**src/rtl/mult8_pkg.sv**
```systemverilog
//------------------------------------------------------------------------------
// Module   : mult8_pkg
// Purpose  : Shared types and constants for the sequential 8x8 shift-and-add
//            multiplier and its ripple-carry adder stage.
// Revision : 1.0 - initial release
//------------------------------------------------------------------------------
`default_nettype none

package mult8_pkg;

  // Operand width; the product is twice as wide.
  localparam int WIDTH     = 8;
  localparam int PROD_W    = 2 * WIDTH;

  // The iteration carrying this count value is the last one before DONE.
  localparam int ITER_LAST = WIDTH - 1;

  // Iteration counter width.
  localparam int CNT_W     = $clog2(WIDTH);

  // Controller states.
  typedef enum logic [1:0] {
    IDLE = 2'd0,
    RUN  = 2'd1,
    DONE = 2'd2
  } state_t;

endpackage : mult8_pkg

`default_nettype wire

```
**src/rtl/add8_cout.sv**
```systemverilog
//------------------------------------------------------------------------------
// Module   : add8_cout
// Purpose  : Ripple-carry adder built from one half adder (bit 0) and full
//            adders (upper bits). Returns {carry_out, sum} as ADD_W+1 bits.
// Revision : 1.0 - initial release
//------------------------------------------------------------------------------
`default_nettype none

module add8_cout
  import mult8_pkg::*;
#(
  parameter int ADD_W = WIDTH
) (
  input  logic [ADD_W-1:0] x,
  input  logic [ADD_W-1:0] y,
  output logic [ADD_W:0]   sum
);

  // w_c[i] is the carry into bit i; w_c[ADD_W] is the carry out.
  logic [ADD_W:1]   w_c;
  logic [ADD_W-1:0] w_s;

  for (genvar i = 0; i < ADD_W; i++) begin : g_bit
    if (i == 0) begin : g_ha
      // No carry into the LSB, so a half adder suffices.
      assign w_s[i]   = x[i] ^ y[i];
      assign w_c[i+1] = x[i] & y[i];
    end else begin : g_fa
      assign w_s[i]   = x[i] ^ y[i] ^ w_c[i];
      assign w_c[i+1] = (x[i] & y[i]) | (w_c[i] & (x[i] ^ y[i]));
    end
  end

  assign sum = {w_c[ADD_W], w_s};

endmodule : add8_cout

`default_nettype wire

```
**src/rtl/mult8_shift_add.sv**
```systemverilog
//------------------------------------------------------------------------------
// Module   : mult8_shift_add
// Purpose  : Sequential unsigned 8x8 shift-and-add multiplier. One iteration
//            per clock through an 8-bit ripple adder; 16-bit product and a
//            one-cycle done pulse.
// Options  : MULT8_ZERO_SKIP_EN - a zero operand finishes after a single
//            cycle instead of running all eight iterations.
// Revision : 1.0 - initial release
//------------------------------------------------------------------------------
`default_nettype none

module mult8_shift_add
  import mult8_pkg::*;
(
  input  logic              clk,
  input  logic              rst,
  input  logic              start,
  input  logic [WIDTH-1:0]  a,
  input  logic [WIDTH-1:0]  b,
  output logic              busy,
  output logic              done,
  output logic [PROD_W-1:0] product
);

  localparam logic [CNT_W-1:0] CNT_LAST = CNT_W'(ITER_LAST);
  localparam logic [CNT_W-1:0] CNT_ONE  = CNT_W'(1);

  state_t              r_state;
  logic [CNT_W-1:0]    r_cnt;
  logic [WIDTH-1:0]    r_m;
  logic [PROD_W-1:0]   r_p;
  logic [WIDTH:0]      w_sum;

  // Upper half of the partial product plus the multiplicand, with carry out.
  add8_cout #(
    .ADD_W (WIDTH)
  ) u_add (
    .x   (r_p[PROD_W-1:WIDTH]),
    .y   (r_m),
    .sum (w_sum)
  );

  // Controller, iteration counter, operand and partial-product registers.
  always_ff @(posedge clk or posedge rst) begin
    if (rst) begin
      r_state <= IDLE;
      r_cnt   <= '0;
      r_m     <= '0;
      r_p     <= '0;
      busy    <= 1'b0;
      done    <= 1'b0;
    end else begin
      case (r_state)
        IDLE, DONE: begin
          done <= 1'b0;
          if (start) begin
            r_m     <= a;
            r_cnt   <= '0;
            busy    <= 1'b1;
            r_state <= RUN;
`ifdef MULT8_ZERO_SKIP_EN
            // A zero operand gives a zero product: clear P and preload the
            // counter so the single RUN cycle is the last iteration, which
            // lands done exactly one cycle after the start edge.
            if ((a == '0) || (b == '0)) begin
              r_p   <= '0;
              r_cnt <= CNT_LAST;
            end else begin
              r_p   <= {{WIDTH{1'b0}}, b};
            end
`else
            r_p     <= {{WIDTH{1'b0}}, b};
`endif
          end else begin
            busy    <= 1'b0;
            r_state <= IDLE;
          end
        end

        RUN: begin
          // Add the multiplicand when the current multiplier bit is set, then
          // shift the whole partial product right by one (carry enters MSB).
          if (r_p[0]) begin
            r_p <= {w_sum, r_p[WIDTH-1:1]};
          end else begin
            r_p <= {1'b0, r_p[PROD_W-1:1]};
          end
          r_cnt <= r_cnt + CNT_ONE;
          if (r_cnt == CNT_LAST) begin
            busy    <= 1'b0;
            done    <= 1'b1;
            r_state <= DONE;
          end
        end

        default: begin
          busy    <= 1'b0;
          done    <= 1'b0;
          r_state <= IDLE;
        end
      endcase
    end
  end

  // The partial-product register is the result; it holds until the next start.
  assign product = r_p;

endmodule : mult8_shift_add

`default_nettype wire

```
**config.mk**
```make
export PLATFORM = sky130hd
export DESIGN_NAME = mult8_shift_add
export DESIGN_NICKNAME = d
export VERILOG_FILES = /design/src/rtl/mult8_pkg.sv /design/src/rtl/add8_cout.sv /design/src/rtl/mult8_shift_add.sv
export SDC_FILE = /design/constraint.sdc
export NUM_CORES = 1
export LEC_CHECK = 0
export CORE_AREA = 4 4 58 60
export CTS_BUF_LIST = sky130_fd_sc_hd__clkbuf_2 sky130_fd_sc_hd__clkbuf_4 sky130_fd_sc_hd__clkbuf_8
export CTS_CLUSTER_DIAMETER = 50
export DETAILED_ROUTE_END_ITERATION = 16
export DIE_AREA = 0 0 62 64
export PLACE_DENSITY = 0.84
export SETUP_SLACK_MARGIN = 0.3
export SLEW_MARGIN = 20
export SYNTH_ARGS = -nofsm -noshare
export SYNTH_HDL_FRONTEND = slang
export SYNTH_SLANG_ARGS = --single-unit
export TNS_END_PERCENT = 100
```
**constraint.sdc**
```tcl
create_clock -name clk -period 5.3 [get_ports clk]
set_clock_uncertainty 0.15 [all_clocks]
set_input_delay 1.59 -clock clk [delete_from_list [all_inputs] [get_ports clk]]
set_output_delay 1.59 -clock clk [all_outputs]
set_load 0.05 [all_outputs]
```
==> impl_results.md <==
- Status: finished, final reports clean
- Total GRT Usage: 19.4%
- Post-DRT Antenna Nets: 0
- H-tree lvl count: 2
- Max-Cap Viols: 0
- Fmax: 264 MHz
- CP Data Arrival Time: 3.85 ns
- Period utilization: 71.5%
- Post-synthesis compound-gate area fraction: 14.4%
- Synth Register Bits: 30
- Pwr/cell area: 754 nW/um2
- Drc violations: 0
- Cts repair resizes: 0
- Pwr Total: 1.43 mW
- Placed insts: 205
- CP Capture Type: register
- Sequential power share: 31.1%
- Critical path class: register to register
- DRT Pass-1 Iters: 4
- RePlAce Congestion: 0.804
- DR vias/cell: 5.29
- Port bufs: 36
- Peak supply drop: 0.480 mV
- Net Sw Frac: 48.5%
- Antenna cells: 0
- Max Slew Vio Count: 0
- Post-route setup TNS: 0 ns
- Final count of hold timing violations: 0
- Area growth syn-to-layout: 27.8%
- Final setup vio count: 0
- Fin nets: 208
- Multiplexer share of the synthesized area: 1.35%
- Sink Count: 30
- Met2 wire len: 1.73 mm
- Die area: 3970 um2
- Worst Max-Slew Pin Slew: 0.669 ns
- RSZ-0062 raised after global routing: no
- Initial antenna violation count: 0
- Layout Cells excl Fill: 213
- Clock tree from TritonCTS: done
- I/O pins: 37
- Worst EP required: 5.36 ns
- LEAKAGE: 0.860 nW
- Comb pwr share: 58.5%
- Met1 WL: 1.28 mm
- Synth Cell Area: 1490 um2
- Pin count of the biggest net entering global routing: 31
- Commonest register cell after synthesis: dfrtp_1
- Largest family of logic cells by synthesized area: compound AO/OA/AOI/OAI gates
- Met3 routed WL: 138 um
- Worst skew pair latency: 0.33 ns
- HP Class: register to register
- Synth async-reset ratio: 100%
- Initial Util: 50.7%
- Synth Warn #: 0
- Core Util, Final: 64.8%
- Place WS: 1.51 ns
- Core Rows: 20
- Synth Area in XOR/XNOR: 0%
- Vias in the first global route: 1218
- Top routing layer in use: met4
- Mapped Avg Cell Area: 10.4 um2
- Pint: 738 uW
- Post-synth cell types: 26
- Die X: 62 um
- Setup WS post-layout: 1.51 ns
- # Post-CTS Setup Buffers: 0
- Critical Path Fanout Max: 4
- Remaining Overflow, GRT: 0
- Die height: 64 um
- Dpl hpwl: 2.24 mm
- Startpoint Class: register
- Total CTS buffers: 5
- # hold bufs at CTS: 0
- Synth Area in Adders: 12.0%
- Final min period: 3.79 ns
- Seq/Total Area, Yosys: 50.5%
- Global-route wire length before repair: 5.62 mm
- DR WL/cell: 15.0 um
- Worst-path clk slew: 0.10 ns
- Slew HR: 55.3%
- Clock power share: 10.5%
- CTS max path bufs: 2
- Mapped Cells: 143
- Mapped Nets: 172
- Core Region: 2930 um2
- CTS root buffer: clkbuf_4
- Initial DRC Count: 35
- Sw Pwr: 694 uW
- EDFF count, synth: 0
- Vias: 1127
- Synth Area in Simple Gates: 13.6%
- Layout cells sized above 1: 6.67%
- Final WL: 3.19 mm
[kinds of logic after synthesis]
logic type,after synthesis
mux,2
compound gates,32
buf+inv,24
flops,30
fa+ha+maj,10
simple gates,45
[power groups by stage]
stage | clock network (mW) | logic [mW] | registers [mW]
floorplan | 0 | 0.414 | 0.645
global placement | 0 | 0.806 | 0.440
detailed placement | 0 | 0.841 | 0.450
CTS | 0.153 | 0.845 | 0.445
global route | 0.167 | 0.926 | 0.465
finish | 0.150 | 0.837 | 0.445
[through the flow]
stage / hold slack, ns / cell area, um2
detailed placement: 0.350 / 1830
global placement: 0.313 / 1830
CTS: 0.357 / 1900
finish: 0.357 / 1900
floorplan: 0.300 / 1490
global route: 0.391 / 1900
[cell type report]
| class | instances | area, um2 |
|---|---|---|
| fillers | 234 | 1030 |
| inverters | 16 | 60.1 |
| clock inverters | 1 | 5.00 |
| well taps | 33 | 41.3 |
| multi-input cells | 89 | 614 |
| clock buffers | 7 | 58.8 |
| flip-flops and latches | 30 | 751 |
| repair buffers | 37 | 368 |
[state kept, by name, indices dropped and copies added (netlist names)]
signal and flops:
product 16, done 1, busy 1, r_m 8, r_state 1, r_cnt 3
[cell usage after synthesis (all sizes together) (5+ instances only)]
| master | n | area (um2) |
|---|---|---|
| a21oi | 5 | 25.0 |
| nand2 | 20 | 75.1 |
| o22ai | 5 | 31.3 |
| o21ai | 7 | 35.0 |
| nor2 | 13 | 56.3 |
| nor3 | 5 | 25.0 |
| fa | 7 | 140 |
| a22o | 7 | 61.3 |
| buf | 8 | 60.1 |
| inv | 16 | 60.1 |
| dfrtp | 30 | 751 |
[per-layer routing]
metal / global-route usage (%) / vias up
li1: - / 545
met1: 23.2 / 550
met2: 32.0 / 26
met3: 6.87 / 6
met4: 5.57 / 0
met5: 0 / -
[final timing paths]
check,slack [ns],start,cells past startpoint,end
worst max-delay path,1.51,product[8],14,product[14]
worst max register to register,1.51,product[8],14,product[14]
worst min-delay path,0.36,r_cnt[0],1,r_cnt[0]
min in group asynchronous,1.50,rst,2,busy
max in group asynchronous,3.10,rst,2,r_m[2]
worst min register to register,0.36,r_cnt[0],1,r_cnt[0]
[worst max-delay path: stages (launching register included)]
cell	delay, ns
dfrtp_1	0.40
ha_1	0.16
inv_1	0.05
fa_1	0.38
fa_1	0.39
fa_1	0.40
fa_1	0.38
inv_1	0.07
fa_1	0.16
inv_1	0.05
fa_1	0.35
inv_1	0.08
fa_1	0.41
mux2i_1	0.15
o2bb2ai_1	0.08
[cells in the final DEF (no fill, tap or decap)]
cell / count
clkdlybuf4s50_1: 36
a32o_1: 1
clkbuf_4: 6
o31ai_1: 1
buf_4: 1
nor3_1: 5
inv_1: 15
nor2b_1: 2
o21ai_0: 7
nand2_1: 20
and2_1: 1
o2bb2ai_1: 2
a21oi_1: 5
nand2b_1: 2
o22ai_1: 5
nor2_1: 12
clkinv_2: 1
a22o_1: 7
nand3_1: 1
ha_1: 3
nor2_4: 1
a211oi_1: 1
dfrtp_1: 30
and2b_4: 1
inv_2: 1
fa_1: 7
a31oi_1: 3
clkbuf_8: 1
mux2i_1: 2
Power figures use the tool's default switching activity.
==> edit: new RTL, config.mk and constraints unchanged <==
`WIDTH`: 8 -> 4.
--- a/src/rtl/mult8_pkg.sv
+++ b/src/rtl/mult8_pkg.sv
@@ -11,3 +11,3 @@
   // Operand width; the product is twice as wide.
-  localparam int WIDTH     = 8;
+  localparam int WIDTH     = 4;
   localparam int PROD_W    = 2 * WIDTH;
Interface: changed (resized a, b and product); port bits go from 37 to 21. The function was not compared with the original's and may differ.
==> edit against the unedited design <==
- area after synthesis shrank 42%
- cell area decreased by 42%
- setup slack improved by 0.36 ns
- maximum frequency rose by 10%
- sequential cell count is 13 lower
- wire length shrank 47%
- total power is 48% lower
- utilization shrank 27 points
- critical path depth down 13
- highest routed layer unchanged
==> edit: results <==
metrics = {
    "outcome": {
        "outcome": "finished, final reports clean",
    },
    "placed_design": {
        "dp_hpwl_um": 1290,
        "gp_congestion": 0.845,
        "place_ws_ns": 2.16,
    },
    "grt": {
        "grt_pass1_wl_um": 2930,
        "grt_usage_pct": 10.1,
        "grt_max_degree": 18,
    },
    "cells_and_area": {
        "largest_reg_flops": 8,
        "nNetsFinal": 116,
        "drive_above_1_share_pct": 8.08,
    },
    "setup_path": {
        "cpLargestDelayFamily": "buffers and inverters",
        "reg2reg_from": "product[4]",
        "reg2reg_depth": 8,
        "rrSetupSlack_ns": 3.08,
        "cp_max_fo": 9,
        "cp_slowest_cell": "clkdlybuf4s50_1",
    },
    "timing": {
        "tightest_slew_ns": 0.618,
        "hold_ws_ns": 0.342,
    },
    "drt": {
        "wl_per_cell_um": 12.9,
        "vias": 631,
        "drt-initial-drc-count": 32,
    },
    "yosys": {
        "synthTopCellsByArea": "dfrtp_1 (49%), nand2_1 (7.8%), fa_1 (7.0%)",
        "synth_nets": 95,
        "yosys-top-cells-count": "nand2_1 (18), dfrtp_1 (17), inv_1 (6)",
        "ys_seq_area_share_pct": 49.4,
        "ys_types": 24,
    },
    "pwr": {
        "cellLeakagePower_nw": 0.497,
        "ir_drop_v": 0.000386,
    },
    "clock_network": {
        "cts_buffers": 3,
        "clk_latency_ns": 0.30,
    },
    "min_path": {
        "whs_path_depth": 2,
        "min_to": "r_m[0]",
        "hold_path_startpoint": "r_m[0]",
    },
}
edit: changes by cell type in the layout (fill, tap and decap cells not counted), sizes merged, moves of 8 or more:
| cell | delta |
|---|---|
| clkdlybuf4s50 | -16 |
| dfrtp | -13 |
| inv | -10 |
| nor2 | -8 |
edit: where the power goes:
group	switching [mW]	internal, mW	total [mW]	leakage [nW]
combinational	0.262	0.165	0.428	0.270
clock	0.0404	0.0345	0.0749	0.0184
sequential	0.0568	0.191	0.248	0.209
edit: worst max-delay path by stage:
stage                     startpoint          to  slack [ns]  cells after the start
after CTS                 product[0]  product[0]        1.87                      1
after floorplan           product[5]  product[5]        2.91                      0
after global placement         start  product[5]        2.18                      4
after detailed placement       start  product[5]        2.16                      4
final                     product[0]  product[0]        1.87                      1
after global routing      product[0]  product[0]        1.80                      1
edit: cell families after synthesis:
kind of cell | share of synthesized area, %
AO/OA/AOI/OAI | 13.8
adder cells (fa/ha/maj) | 9.88
buffers and inverters | 6.98
flip-flops | 49.4
multiplexers | 2.33
AND/OR/NAND/NOR | 17.6
edit: final cells by class:
cell class	instances	area, sq um
clock buffers	4	30.0
fillers	293	1830
inverters	6	22.5
multi-input cells	52	375
flip-flops and latches	17	425
well taps	33	41.3
repair buffers	20	200
edit: metrics by stage:
| stage | instances | cell area [sq um] | power, mW |
|---|---|---|---|
| 2_1_floorplan | 79 | 861 | 0.574 |
| 3_3_place_gp | 128 | 1060 | 0.668 |
| 3_5_place_dp | 128 | 1060 | 0.681 |
| 4_1_cts | 132 | 1090 | 0.760 |
| 5_1_grt | 132 | 1090 | 0.811 |
| 6_report | 132 | 1090 | 0.751 |
edit: worst register-to-register path, cell delays in order, from the launching register on:
cell and delay [ns]:
dfrtp_1 0.42, ha_1 0.22, fa_1 0.36, inv_1 0.08, fa_1 0.16, inv_1 0.05, fa_1 0.42, mux2i_1 0.14
o2bb2ai_1 0.09
edit: per-layer routing:
| layer | global-route usage, % | up-vias | wire length, um |
|---|---|---|---|
| met5 | 0 | - | 0 |
| met4 | 3.98 | 0 | 31 |
| met3 | 4.44 | 3 | 126 |
| met2 | 15.4 | 18 | 844 |
| met1 | 12.1 | 309 | 698 |
| li1 | - | 301 | - |
